===== src/rtl/key_press_encoder.sv =====
// key_press_encoder: debounces four active-low keys and emits one acknowledged press event per physical press
module key_press_encoder #(
  parameter int DEBOUNCE_CYCLES = 500000,
  parameter int CNT_W = 19
) (
  input  logic       clock,
  input  logic       resetn,
  input  logic [3:0] key_n,
  input  logic       press_ack,
  output logic [3:0] button_signal,
  output logic       press_valid,
  output logic       multi_press,
  output logic [7:0] press_count
);
  typedef enum logic [1:0] {ARMED, PENDING, WAIT_RELEASE} state_t;
  localparam logic [CNT_W-1:0] LAST = CNT_W'(DEBOUNCE_CYCLES - 1);
  state_t state, state_n;
  logic [3:0] s1, s2, deb, deb_prev, stale, new_press, btn_n;
  logic [1:0] warm;
  logic [CNT_W-1:0] cnt [4];
  logic valid_n, multi_n, fire;
  logic [7:0] count_n;
  // Keys seen held once the synchronizer has filled after reset are stale until released,
  // so a key held through reset never produces an event on its post-reset debounce edge.
  always_ff @(posedge clock or negedge resetn)
    if (!resetn) begin
      s1 <= '0;
      s2 <= '0;
      deb_prev <= '0;
      warm <= '0;
      stale <= '1;
    end else begin
      s1 <= ~key_n;
      s2 <= s1;
      deb_prev <= deb;
      warm <= {warm[0], 1'b1};
      stale <= warm[1] ? stale & s2 : stale;
    end
  always_ff @(posedge clock or negedge resetn)
    if (!resetn) begin
      deb <= '0;
      cnt <= '{default: '0};
    end else begin
      for (int i = 0; i < 4; i++)
        if (s2[i] == deb[i]) cnt[i] <= '0;
        else if (cnt[i] == LAST) begin
          deb[i] <= ~deb[i];
          cnt[i] <= '0;
        end else cnt[i] <= cnt[i] + CNT_W'(1);
    end
  assign new_press = deb & ~deb_prev & ~stale;
  assign fire = |new_press && !(|(deb & ~new_press));
  always_ff @(posedge clock or negedge resetn)
    if (!resetn) begin
      state <= ARMED;
      button_signal <= '0;
      press_valid <= 1'b0;
      multi_press <= 1'b0;
      press_count <= '0;
    end else begin
      state <= state_n;
      button_signal <= btn_n;
      press_valid <= valid_n;
      multi_press <= multi_n;
      press_count <= count_n;
    end
  always_comb begin
    state_n = state;
    btn_n = button_signal;
    valid_n = press_valid;
    multi_n = multi_press;
    count_n = press_count;
    case (state)
      ARMED: if (fire) begin
        btn_n = deb;
        valid_n = 1'b1;
        multi_n = |(deb & (deb - 4'd1));
        state_n = PENDING;
      end
      PENDING: if (press_ack) begin
        valid_n = 1'b0;
        multi_n = 1'b0;
        count_n = press_count + 8'd1;
        state_n = WAIT_RELEASE;
      end
      WAIT_RELEASE: if (deb == 4'd0) begin
        btn_n = '0;
        state_n = ARMED;
      end
      default: state_n = ARMED;
    endcase
  end
endmodule


===== config.mk =====
export PLATFORM = sky130hd
export DESIGN_NAME = key_press_encoder
export DESIGN_NICKNAME = d
export VERILOG_FILES = /design/src/rtl/key_press_encoder.sv
export SDC_FILE = /design/constraint.sdc
export NUM_CORES = 1
export LEC_CHECK = 0
export CAP_MARGIN = 20
export CORE_ASPECT_RATIO = 0.6
export CORE_MARGIN = 4
export CORE_UTILIZATION = 47
export DETAILED_ROUTE_END_ITERATION = 8
export GPL_TIMING_DRIVEN = 0
export MAX_ROUTING_LAYER = met4
export PLACE_DENSITY_LB_ADDON = 0.1
export SLEW_MARGIN = 10
export SYNTH_ARGS = -nofsm -noshare
export SYNTH_HDL_FRONTEND = slang
export SYNTH_SLANG_ARGS = --single-unit

===== constraint.sdc =====
create_clock -name clock -period 3.93 [get_ports clock]
set_clock_uncertainty 0.05 [all_clocks]
set_input_delay 0.393 -clock clock [delete_from_list [all_inputs] [get_ports clock]]
set_output_delay 0.393 -clock clock [all_outputs]
set_load 0.02 [all_outputs]

# After elaboration in Yosys (flattened, before gate mapping)
# Index checks and enable logic that the tools add are counted.
[totals] in_bits=7 output_inout_bits=14 reg_bits=114
[op_classes] n_eq_ne=13 n_reduce_logical=17 n_addsub=6 n_mux=20 bitwise_logic=17
[op_table] operator="2-to-1 mux 19 bit" n=8
[op_table] operator="adder 19 x 1 -> 19 bit (second input constant)" n=4
[op_table] operator="== test 19 bit (second input constant)" n=4
[op_table] operator="bitwise AND 4 bit" n=5
[op_table] operator="NOT 4 bit" n=4
[op_table] operator="OR reduction 4 bit" n=3
[op_table] operator="AND reduction 2 bit" n=5
[op_table] operator="AND reduction 3 bit" n=3
[op_table] operator="adder 8 x 1 -> 8 bit (second input constant)" n=1
[op_table] operator="2-to-1 mux 4 bit" n=2
[op_table] operator="NOT 1 bit" n=8
[op_table] operator="case mux 4 bit (2 select lines)" n=1
[op_table] operator="2-to-1 mux 2 bit" n=3
[op_table] operator="inequality test 2 bit (second input constant)" n=3
[op_table] operator="case mux 2 bit (3 select lines)" n=1
[op_table] operator="== test 1 bit" n=4
[op_table] operator="logical NOT 4 bit" n=1
[op_table] operator="case mux 1 bit (2 select lines)" n=2
[op_table] operator="nonzero test 2 bit" n=2
[op_table] operator="subtractor 4 x 1 -> 4 bit (second input constant)" n=1
[op_table] operator="2-to-1 mux 1 bit" n=3
[op_table] operator="== test 2 x 1 -> 1 bit (second input constant)" n=1
[op_table] operator="== test 2 bit (second input constant)" n=1
[op_table] operator="logical NOT 2 bit" n=1
[op_table] operator="2 further kinds" n=2

# Logic depth before layout (Yosys ltp)
# Gate-level depths: netlist of run 1.
[depth] ltp_word=10 mapped_depth=6

# Worst setup path before layout of run 1
# Ideal clock, no wire load.
[synth_path] path_type="register -> register" start="reg cnt[11] (netlist bit)" end="reg cnt[11] (netlist bit)" n_path_buf=1 setup_slack_ns=1.829 synth_period_minus_slack_ns=2.101 stages_incl_launch_ff=6 arrival_time_ns=1.932 required_time_ns=3.761 path_cell_list="dfrtp_1 -> or4_1 -> or4_4 -> o21ai_4 -> buf_12 -> nor2_2"
[synth_via] elab_chain_cells=3
[synth_rtl] element="from (decl)" line="20" rtl="logic [CNT_W-1:0] cnt [4];"
[synth_rtl] element="from (signal, indexed assignment)" line="49" rtl="end else cnt[i] <= cnt[i] + CNT_W'(1);"
[synth_rtl] element="adder 19 x 1 -> 19 bit or == test 19 bit (tied branches)" line="49, 46"
[synth_rtl] element="2-to-1 mux 19 bit *" line="46" rtl="else if (cnt[i] == LAST) begin"
[synth_rtl] element="2-to-1 mux 19 bit *" line="45" rtl="if (s2[i] == deb[i]) cnt[i] <= '0;"
# Every way passes the cells marked *; elsewhere a longest branch is shown, timed or not.
# A chain may end at the register's enable or synchronous reset.

# Worst setup path after layout of run 1
[layout_path] start="reg cnt[38] (netlist bit)" end="reg cnt[50] (netlist bit)"
# The elaborated chain is that of the path after synthesis.

==> out/results.txt, run 1 <==
run status: completed
worst r2r path cells: 6
I/O Pins: 21
Final Hold Fails: 0
Startpoint Class: flip-flop
vias in the first global route: 3677
top_reg_cell synth: dfrtp_1
syn_nets: 519
max_slew headroom: 54.58%
fin worst setup slack: 1415 ps
max cap viols: 0
cts bufs inserted: 17
leakage power: 2.562 nW
DR DRC count: 0
slowest cell on the critical path: o21ai_1
minimum clock period: 2515 ps
worst endpoint data arrival time: 2730 ps
most frequent cells in the layout: dfrtp_1, nor2_1, xnor2_1
Post-Syn Area: 0.005305 mm2
post-CTS setup buffer count: 0
CTS clk-pin slew, worst paths: 50 ps
Synth area leaders: dfrtp_1, xnor2_1, nor2_1, xor2_1, nand3_1
CTS Buffer Depth: 2
Worst IR Drop VDD: 278.8 uV
initial antenna violation count: 0
HPWL Detailed: 7.043 mm
crit-path max FO: 10
Die Footprint: 0.01311 mm2
#FFs+latches synth: 114
Final #Nets: 560
endpoints failing setup: 0
clock sinks: 114
worst hold start: s1[1]
Routed WL: 10.29 mm
Final Cell Area: 0.006277 mm2
Clock Latency Late Sink: 410 ps
CP endpoint kind: flip-flop
routed vias: 3818
root buffer cell: clkbuf_16
Initial Util: 49.23%
Vias/cell: 5.462
DRT iter0 DRCs: 223
Buffers on Ports: 20
CP Cell Sequence: ha_1 -> and4_1 -> nand4_1 -> o21ai_1 -> clkbuf_1 -> nor2_1
Ys Warns: 0
Final ANT Viol Nets: 0
GRT Total Usage: 17.63%
largest net degree at the start of global routing: 60
Async S/R FF share, synth: 100.0%
Die Y: 90.30 um
Buffers & Inverters on Critical Path: 1
final core occ: 58.25%
H-Tree Depth: 4
WL/cell: 14.72 um
Critical R2R Capture: cnt[50]
GP Congestion: 0.8233
grt ovf: 0
commonest non-fill, non-tap cell in the layout: dfrtp_1
Worst-Margin Slew: 676.8 ps
Rows: 29
Sequential Area: 0.002858 mm2
first-pass GRT wire length: 18.23 mm
core area: 0.01078 mm2
worst min-delay path category: flip-flop to flip-flop
Hold Crit Endpoint: s2[1]
Peak Freq: 397.6 MHz
Post-DP Area: 0.005708 mm2
Yosys cell types: 52
reg2reg start: cnt[38]
max incr delay on CP: 610 ps
Fill cells: 876
R2R setup slack: 1420 ps
ant diodes: 0
dpl ws: 1411 ps
Die Wd: 145.2 um
area leader, netlist: dfrtp_1
Critical Path RT: 4150 ps
number of synthesized flops with an enable pin: 0
Final Slew Violations: 0
Multi-input gate area: 0.002295 mm2
Detailed Routing Iterations Pass 1: 4
RSZ-0062 raised after global routing: false
Syn Inst Count: 507
Avg Inst Size Synth: 10.46 um2
Setup CP Type: flip-flop to flip-flop
Worst Hold Depth: 0
Top delay family on crit path: simple AND/OR/NAND/NOR gates
CTS tree: built
Tcrit/Tclk final: 63.99%
share of layout cells above drive strength 1: 11.61%
Synth top area share: 51.89%
area delta synth->final: 18.33%
P per Cell Area: 434.4 mW/mm2
register area share after synthesis: 53.87%
-- flip-flops by register name (all words and copies together) (netlist names) --
signal and cells:
cnt 76, press_valid 1, multi_press 1, press_count 8, deb_prev 4, s1 4
warm 2, button_signal 4, state 2, s2 4, deb 4, stale 4
-- synth_stat cells, types with 9 or more instances --
library cell and instances:
xnor2_1 42, a21oi_1 19, dfrtp_1 110, nand3_1 30, nor4_1 17, o21ai_0 18, nand2_1 30, or3_1 11
nand4_1 18, nor2_1 54, nor3_1 9, xor2_1 20, nor2_2 10, inv_1 21, o31ai_1 10
-- metrics by stage --
step	hold WS (ps)	setup TNS (ps)	total power (W)	cells
2_1_floorplan	47.41	0	0.001259	507
3_3_place_gp	281.6	-226250	0.001300	666
3_5_place_dp	288.5	0	0.001305	667
4_1_cts	299.6	0	0.002751	699
5_1_grt	301.1	0	0.002829	699
6_report	296.9	0	0.002727	699
-- layer usage --
metal / GRT usage [%] / part of all wire [%] / up-vias
li1: - / - / 1879
met1: 26.50 / 54 / 1845
met2: 22.35 / 40 / 80
met3: 5.416 / 4.8 / 14
met4: 5.766 / 1.3 / 0
met5: - / 0 / -
-- worst reg2reg max path, delay by kind of cell, from the launching register on --
kind            cells  cell delay, ps
simple gates        3             670
compound gates      1             610
buf+inv             1             430
flops               1             380
fa+ha+maj           1             230
-- repair_timing --
| action | 4_1_cts | 5_1_grt |
|---|---|---|
| hold endpoints to repair | 56 | 0 |
| hold buffers | 1 | 0 |
| gates resized for setup | 0 | 0 |
-- worst max-delay path by stage --
| stage | start | endpoint | cells after the start |
|---|---|---|---|
| after floorplan | cnt[11] | cnt[11] | 5 |
| after global placement | resetn | cnt[31] | 1 |
| after detailed placement | cnt[38] | cnt[44] | 6 |
| after CTS | cnt[38] | cnt[50] | 6 |
| after global routing | cnt[38] | cnt[49] | 6 |
| final | cnt[38] | cnt[50] | 6 |
-- power breakdown --
part           internal, W  switching (W)  total [W]
logic            0.0000261      0.0000526  0.0000788
registers          0.00119      0.0000130    0.00120
clock network     0.000944       0.000500    0.00144
-- cell families after synthesis --
| family | count (synthesis) | share of synthesized area [%] |
|---|---|---|
| buffers and inverters | 32 | 2.877 |
| flip-flops | 114 | 53.87 |
| AO/OA/AOI/OAI | 65 | 8.114 |
| adder cells (fa/ha/maj) | 6 | 1.368 |
| AND/OR/NAND/NOR | 226 | 23.28 |
| XOR/XNOR | 62 | 10.24 |
| multiplexers | 1 | 0.1887 |
| other | 1 | 0.07069 |
-- final cells by class --
class | count | area share, %
sequential | 114 | 45.53
clock buffer | 26 | 8.112
multi-input combinational | 361 | 36.56
tap | 139 | 2.771
timing repair buffer | 22 | 3.807
clock inverter | 5 | 0.7973
buffer | 11 | 1.176
inverter | 21 | 1.256
No activity file was read; power rests on OpenSTA's default activity.
==> run 2, diff against run 1 <==
==> constraint.sdc (replaced) <==
create_clock -name clock -period 2.6 [get_ports clock]
set_clock_uncertainty 0.05 [all_clocks]
set_input_delay 0.26 -clock clock [delete_from_list [all_inputs] [get_ports clock]]
set_output_delay 0.26 -clock clock [all_outputs]
set_load 0.02 [all_outputs]
==> run 2 against run 1 <==
Sequential share of layout area barely moved. Sequential cell count did not move. First-iteration DRC count fell by 1.3%. Final area barely moved. Setup slack got worse by 1200 ps. Fmax rose by 6.3%. Critical path type unchanged. Highest routed layer unchanged.
==> out/results.txt, run 2 (synthesis gave the netlist of run 1 again) <==
Die Footprint: 0.01311 mm2 (unchanged)
routed vias: 3819 (+0.026%)
Vias/cell: 5.464 (about the same)
core area: 0.01078 mm2 (unchanged)
Net Sw Frac: 20.76% (+0.024 points)
worst min-delay path category: primary input to flip-flop
I/O Pins: 21 (unchanged)
dpl ws: 80.86 ps (-1330 ps)
cts bufs inserted: 17 (unchanged)
Tcrit/Tclk final: 91.02% (+27 points)
share of layout cells above drive strength 1: 11.79% (+0.18 points)
CTS tree: built
root buffer cell: clkbuf_16
Fill cells: 876 (unchanged)
largest registers: cnt (76), press_count (8)
crit-path max FO: 10 (unchanged)
DR DRC count: 0 (unchanged)
Critical Path RT: 2820 ps (-1330 ps)
Largest register FFs: 76 (unchanged)
ant diodes: 0 (unchanged)
WL/cell: 14.70 um (about the same)
max cap viols: 0 (unchanged)
Final Slew Violations: 0 (unchanged)
area delta synth->final: 18.40% (about the same)
Final ANT Viol Nets: 0 (unchanged)
Setup CP Type: flip-flop to flip-flop
most frequent cells in the layout: dfrtp_1, nor2_1, xnor2_1
HPWL Detailed: 7.043 mm (unchanged)
H-Tree Depth: 4 (unchanged)
worst endpoint data arrival time: 2590 ps (-140 ps)
initial antenna violation count: 0 (unchanged)
Crit path depth: 6 (unchanged)
Startpoint Class: flip-flop
Final Hold Fails: 0 (unchanged)
Worst IR Drop VDD: 423.2 uV (+52%)
slowest cell on the critical path: o21ai_2
vias in the first global route: 3677 (unchanged)
endpoints failing setup: 0 (unchanged)
Top delay family on crit path: simple AND/OR/NAND/NOR gates
CTS Buffer Depth: 2 (unchanged)
Routed WL: 10.28 mm (about the same)
GP Congestion: 0.8233 (unchanged)
leakage power: 2.563 nW (about the same)
Worst-Margin Slew: 659.6 ps (-17.20 ps)
NetSw: 0.0008558 W (+51%)
Worst Hold Depth: 2 (+2)
DRT iter0 DRCs: 220 (-1.3%)
CTS clk-pin slew, worst paths: 50 ps (about the same)
combinational power share: 2.9% (about the same)
minimum clock period: 2367 ps (-148.3 ps)
worst r2r path cells: 6 (unchanged)
GRT Total Usage: 17.63% (unchanged)
P per Cell Area: 656.4 mW/mm2 (+51%)
Buffers & Inverters on Critical Path: 1 (unchanged)
total chip power: 0.004123 W (+51%)
Detailed Routing Iterations Pass 1: 4 (unchanged)
CP Cell Sequence: ha_1 -> and4_1 -> nand4_1 -> o21ai_2 -> clkbuf_1 -> nor2_1
Int Power: 0.003267 W (+51%)
Rows: 29 (unchanged)
RSZ-0062 raised after global routing: false
max_slew headroom: 55.41% (+0.83 points)
run status: completed
CP endpoint kind: flip-flop
Peak Freq: 422.5 MHz (+6.3%)
Buffers on Ports: 20 (unchanged)
post-CTS setup buffer count: 0 (unchanged)
Initial Util: 49.23% (unchanged)
Largest Register: cnt
grt ovf: 0 (unchanged)
Final #Nets: 560 (unchanged)
max incr delay on CP: 450 ps (-160 ps)
clock share of power: 53.0% (about the same)
first-pass GRT wire length: 18.23 mm (unchanged)
Die Y: 90.30 um (unchanged)
Die Wd: 145.2 um (unchanged)
commonest non-fill, non-tap cell in the layout: dfrtp_1
clock sinks: 114 (unchanged)
Clock Latency Late Sink: 410 ps (about the same)
largest net degree at the start of global routing: 60 (unchanged)
fin worst setup slack: 233.4 ps (-1182 ps)
Sequential Power Share: 44.2% (about the same)
[run 2: cell count changes in the layout (fill, tap and decap cells not counted)]
cell,change
o21ai_1,-1
o21ai_2,+1
[run 2: layout make-up]
type | count | area (um2) | share of cell area (%)
Buffer | 11 | 73.82 | 1.175
Clock buffer | 26 | 509.2 | 8.108
Clock inverter | 5 | 50.05 | 0.7968
Inverter | 21 | 78.83 | 1.255
Multi-Input combinational cell | 361 | 2298 | 36.59
Sequential cell | 114 | 2858 | 45.50
Tap cell | 139 | 173.9 | 2.769
Timing Repair Buffer | 22 | 239.0 | 3.805
[run 2: worst register-to-register path, stage by stage, from the launching register on]
cell and delay, ps:
dfrtp_1 380, ha_1 230, and4_1 340, nand4_1 260
o21ai_2 450, clkbuf_1 410, nor2_1 100
[run 2: worst paths after layout]
path | start | to | slack (ps)
hold / removal | key_n[0] | s1[0] | 280
max in group asynchronous | resetn | stale[1] | 1460
setup / recovery | cnt[38] | cnt[50] | 230
hold reg to reg | s1[1] | s2[1] | 300
setup reg to reg | cnt[38] | cnt[50] | 230
min in group asynchronous | resetn | cnt[11] | 340
[run 2: stage by stage]
step	cells	hold slack, ps	setup TNS [ps]	util [%]	instance area [um2]
after global routing	699	269.4	0	58.28	6281
after global placement	666	281.6	-362700	52.70	5679
final	699	277.1	0	58.28	6281
after CTS	699	267.5	0	58.25	6277
after floorplan	507	-85.59	0	-	5305
after detailed placement	667	215.9	0	52.97	5708
[run 2: per-layer routing]
metal / global-route usage (%) / vias up / wire length, um / share of wire (%)
li1: - / 1880 / - / -
met3: 5.416 / 14 / 473 / 4.6
met1: 26.50 / 1850 / 5541 / 54
met2: 22.35 / 75 / 4122 / 40
met4: 5.766 / 0 / 140 / 1.4
met5: - / - / 0 / 0
[run 2: timing repair]
action / in CTS / in global routing
endpoints found under the setup margin: 0 / 10
hold endpoints to repair: 56 / 0
hold buffers: 1 / 0
resized for setup: 0 / 1
[run 2: power by group through the flow]
stage / clock, W / combinational [W] / sequential, W
floorplan: 0 / 0.0000571 / 0.00185
global placement: 0 / 0.000115 / 0.00185
detailed placement: 0 / 0.000122 / 0.00185
CTS: 0.00221 / 0.000124 / 0.00182
global route: 0.00231 / 0.000141 / 0.00182
finish: 0.00218 / 0.000119 / 0.00182
==> run 3, diff against run 2 <==
--- a/config.mk
+++ b/config.mk
@@ -13,6 +13,7 @@
 export GPL_TIMING_DRIVEN = 0
 export MAX_ROUTING_LAYER = met4
 export PLACE_DENSITY_LB_ADDON = 0.1
+export SETUP_SLACK_MARGIN = 0.1
 export SLEW_MARGIN = 10
 export SYNTH_ARGS = -nofsm -noshare
 export SYNTH_HDL_FRONTEND = slang
==> run 3 against run 2 <==
Wire length decreased by 0.24%. Sequential power about the same. First-iteration DRC count decreased by 11%. Global-route usage about the same. Final area increased by 0.14%. Hold slack about the same. Die area unchanged. Utilization increased by 0.081 points. Sequential cell count unchanged. Critical endpoint is now cnt[9]. Sequential share of layout area decreased by 0.063 points.
==> out/results.txt, run 3 (synthesis gave the netlist of run 1 again) <==
run status: completed
DRT iter0 DRCs: 195 (-11%)
GP Congestion: 0.8233 (unchanged)
Worst-Margin Slew: 658.1 ps (-1.471 ps)
endpoints failing setup: 0 (unchanged)
largest net degree at the start of global routing: 60 (unchanged)
wire length on met3: 478 um (+1.1%)
Startpoint Class: flip-flop
Largest register FFs: 76 (unchanged)
clock sinks: 114 (unchanged)
Final ANT Viol Nets: 0 (unchanged)
ant diodes: 0 (unchanged)
Vias/cell: 5.446 (-0.31%)
CP endpoint kind: flip-flop
crit-path max FO: 10 (unchanged)
WL met2: 4.110 mm (-0.29%)
Die Y: 90.30 um (unchanged)
P per Cell Area: 655.0 mW/mm2 (-0.22%)
max cap viols: 0 (unchanged)
max_slew headroom: 55.51% (+0.099 points)
H-Tree Depth: 4 (unchanged)
leakage power: 2.567 nW (+0.15%)
Buffers on Ports: 20 (unchanged)
Setup CP Type: flip-flop to flip-flop
root buffer cell: clkbuf_16
Sequential Area: 0.002858 mm2 (unchanged)
first-pass GRT wire length: 18.25 mm (+0.12%)
Clock Latency Late Sink: 410 ps (about the same)
dpl ws: 80.86 ps (unchanged)
worst min-delay path category: primary input to flip-flop
Fill cells: 879 (+0.34%)
minimum clock period: 2310 ps (-57.08 ps)
Post-DP Area: 0.005708 mm2 (unchanged)
DR DRC count: 0 (unchanged)
Worst IR Drop VDD: 422.8 uV (about the same)
largest registers: cnt (76), press_count (8)
CTS Buffer Depth: 2 (unchanged)
routed vias: 3807 (-0.31%)
I/O Pins: 21 (unchanged)
Largest Register: cnt
commonest non-fill, non-tap cell in the layout: dfrtp_1
Final Cell Area: 0.006290 mm2 (+0.14%)
CTS clk-pin slew, worst paths: 50 ps (about the same)
Peak Freq: 433.0 MHz (+2.5%)
most frequent cells in the layout: dfrtp_1, nor2_1, xnor2_1
Routed WL: 10.25 mm (-0.24%)
GRT Total Usage: 17.65% (about the same)
total chip power: 0.004120 W (about the same)
share of layout cells above drive strength 1: 11.96% (+0.18 points)
Tcrit/Tclk final: 88.83% (-2.2 points)
top sig layer: met4
area delta synth->final: 18.56%
Die Wd: 145.2 um (unchanged)
fin worst setup slack: 290.5 ps (+57.08 ps)
worst endpoint data arrival time: 2560 ps (-30 ps)
Final #Nets: 560 (unchanged)
HPWL Detailed: 7.043 mm (unchanged)
Final Hold Fails: 0 (unchanged)
Multi-input gate area: 0.002306 mm2 (+0.33%)
Critical Path RT: 2850 ps (+30 ps)
grt ovf: 0 (unchanged)
WL met1: 5.523 mm (-0.32%)
CTS tree: built
Initial Util: 49.23% (unchanged)
vias in the first global route: 3679 (+0.054%)
Sum Neg Setup Slack: 0 ps (unchanged)
Die Footprint: 0.01311 mm2 (unchanged)
Rows: 29 (unchanged)
cts bufs inserted: 17 (unchanged)
WL/cell: 14.67 um (-0.24%)
initial antenna violation count: 0 (unchanged)
core area: 0.01078 mm2 (unchanged)
Detailed Routing Iterations Pass 1: 4 (unchanged)
final core occ: 58.37% (+0.081 points)
Final Slew Violations: 0 (unchanged)
RSZ-0062 raised after global routing: false
==> run 3: power breakdown <==
group          total [W]  internal [W]  switching [W]
clock            0.00218       0.00143       0.000753
combinational   0.000120     0.0000402      0.0000798
sequential       0.00182       0.00180      0.0000196
total            0.00412       0.00327       0.000852
==> run 3: final cells by class <==
cell class	instances	share of cell area, %
tap	139	2.765
inverter	21	1.253
clock buffer	26	8.096
sequential	114	45.43
clock inverter	5	0.7957
buffer	11	1.194
multi-input combinational	361	36.66
timing repair buffer	22	3.799
==> run 3: path summary, 6_finish.rpt <==
path / startpoint / endpoint / slack (ps) / cells past startpoint
worst min register to register: s1[1] / s2[1] / 300 / 0
worst min-delay path: key_n[0] / s1[0] / 280 / 2
worst max-delay path: cnt[11] / cnt[9] / 290 / 5
worst max register to register: cnt[11] / cnt[9] / 290 / 5
min in group asynchronous: resetn / cnt[11] / 340 / 2
max in group asynchronous: resetn / stale[1] / 1460 / 3
==> run 3: metal layers <==
layer,GRT usage [%],up-vias
li1,-,1881
met1,26.53,1851
met2,22.35,61
met3,5.416,14
met4,5.766,0
met5,-,-
==> run 3: through the flow <==
step / hold WS (ps) / instances
floorplan: -85.59 / 507
CTS: 267.5 / 699
global placement: 281.6 / 666
detailed placement: 215.9 / 667
finish: 277.2 / 699
global route: 269.4 / 699
==> run 3: worst max-delay path, cell delays in order, from the launching register on <==
cell and delay, ps:
dfrtp_1 440, or4_1 560, or4_4 590, o21ai_4 320, buf_12 190, nor2_2 40
==> run 3: repair_timing <==
item                       CTS  global route
setup endpoints to repair   10            10
hold buffers                 1             0
resized for setup            1             3
hold endpoints to repair    56             0
setup buffers                0             0
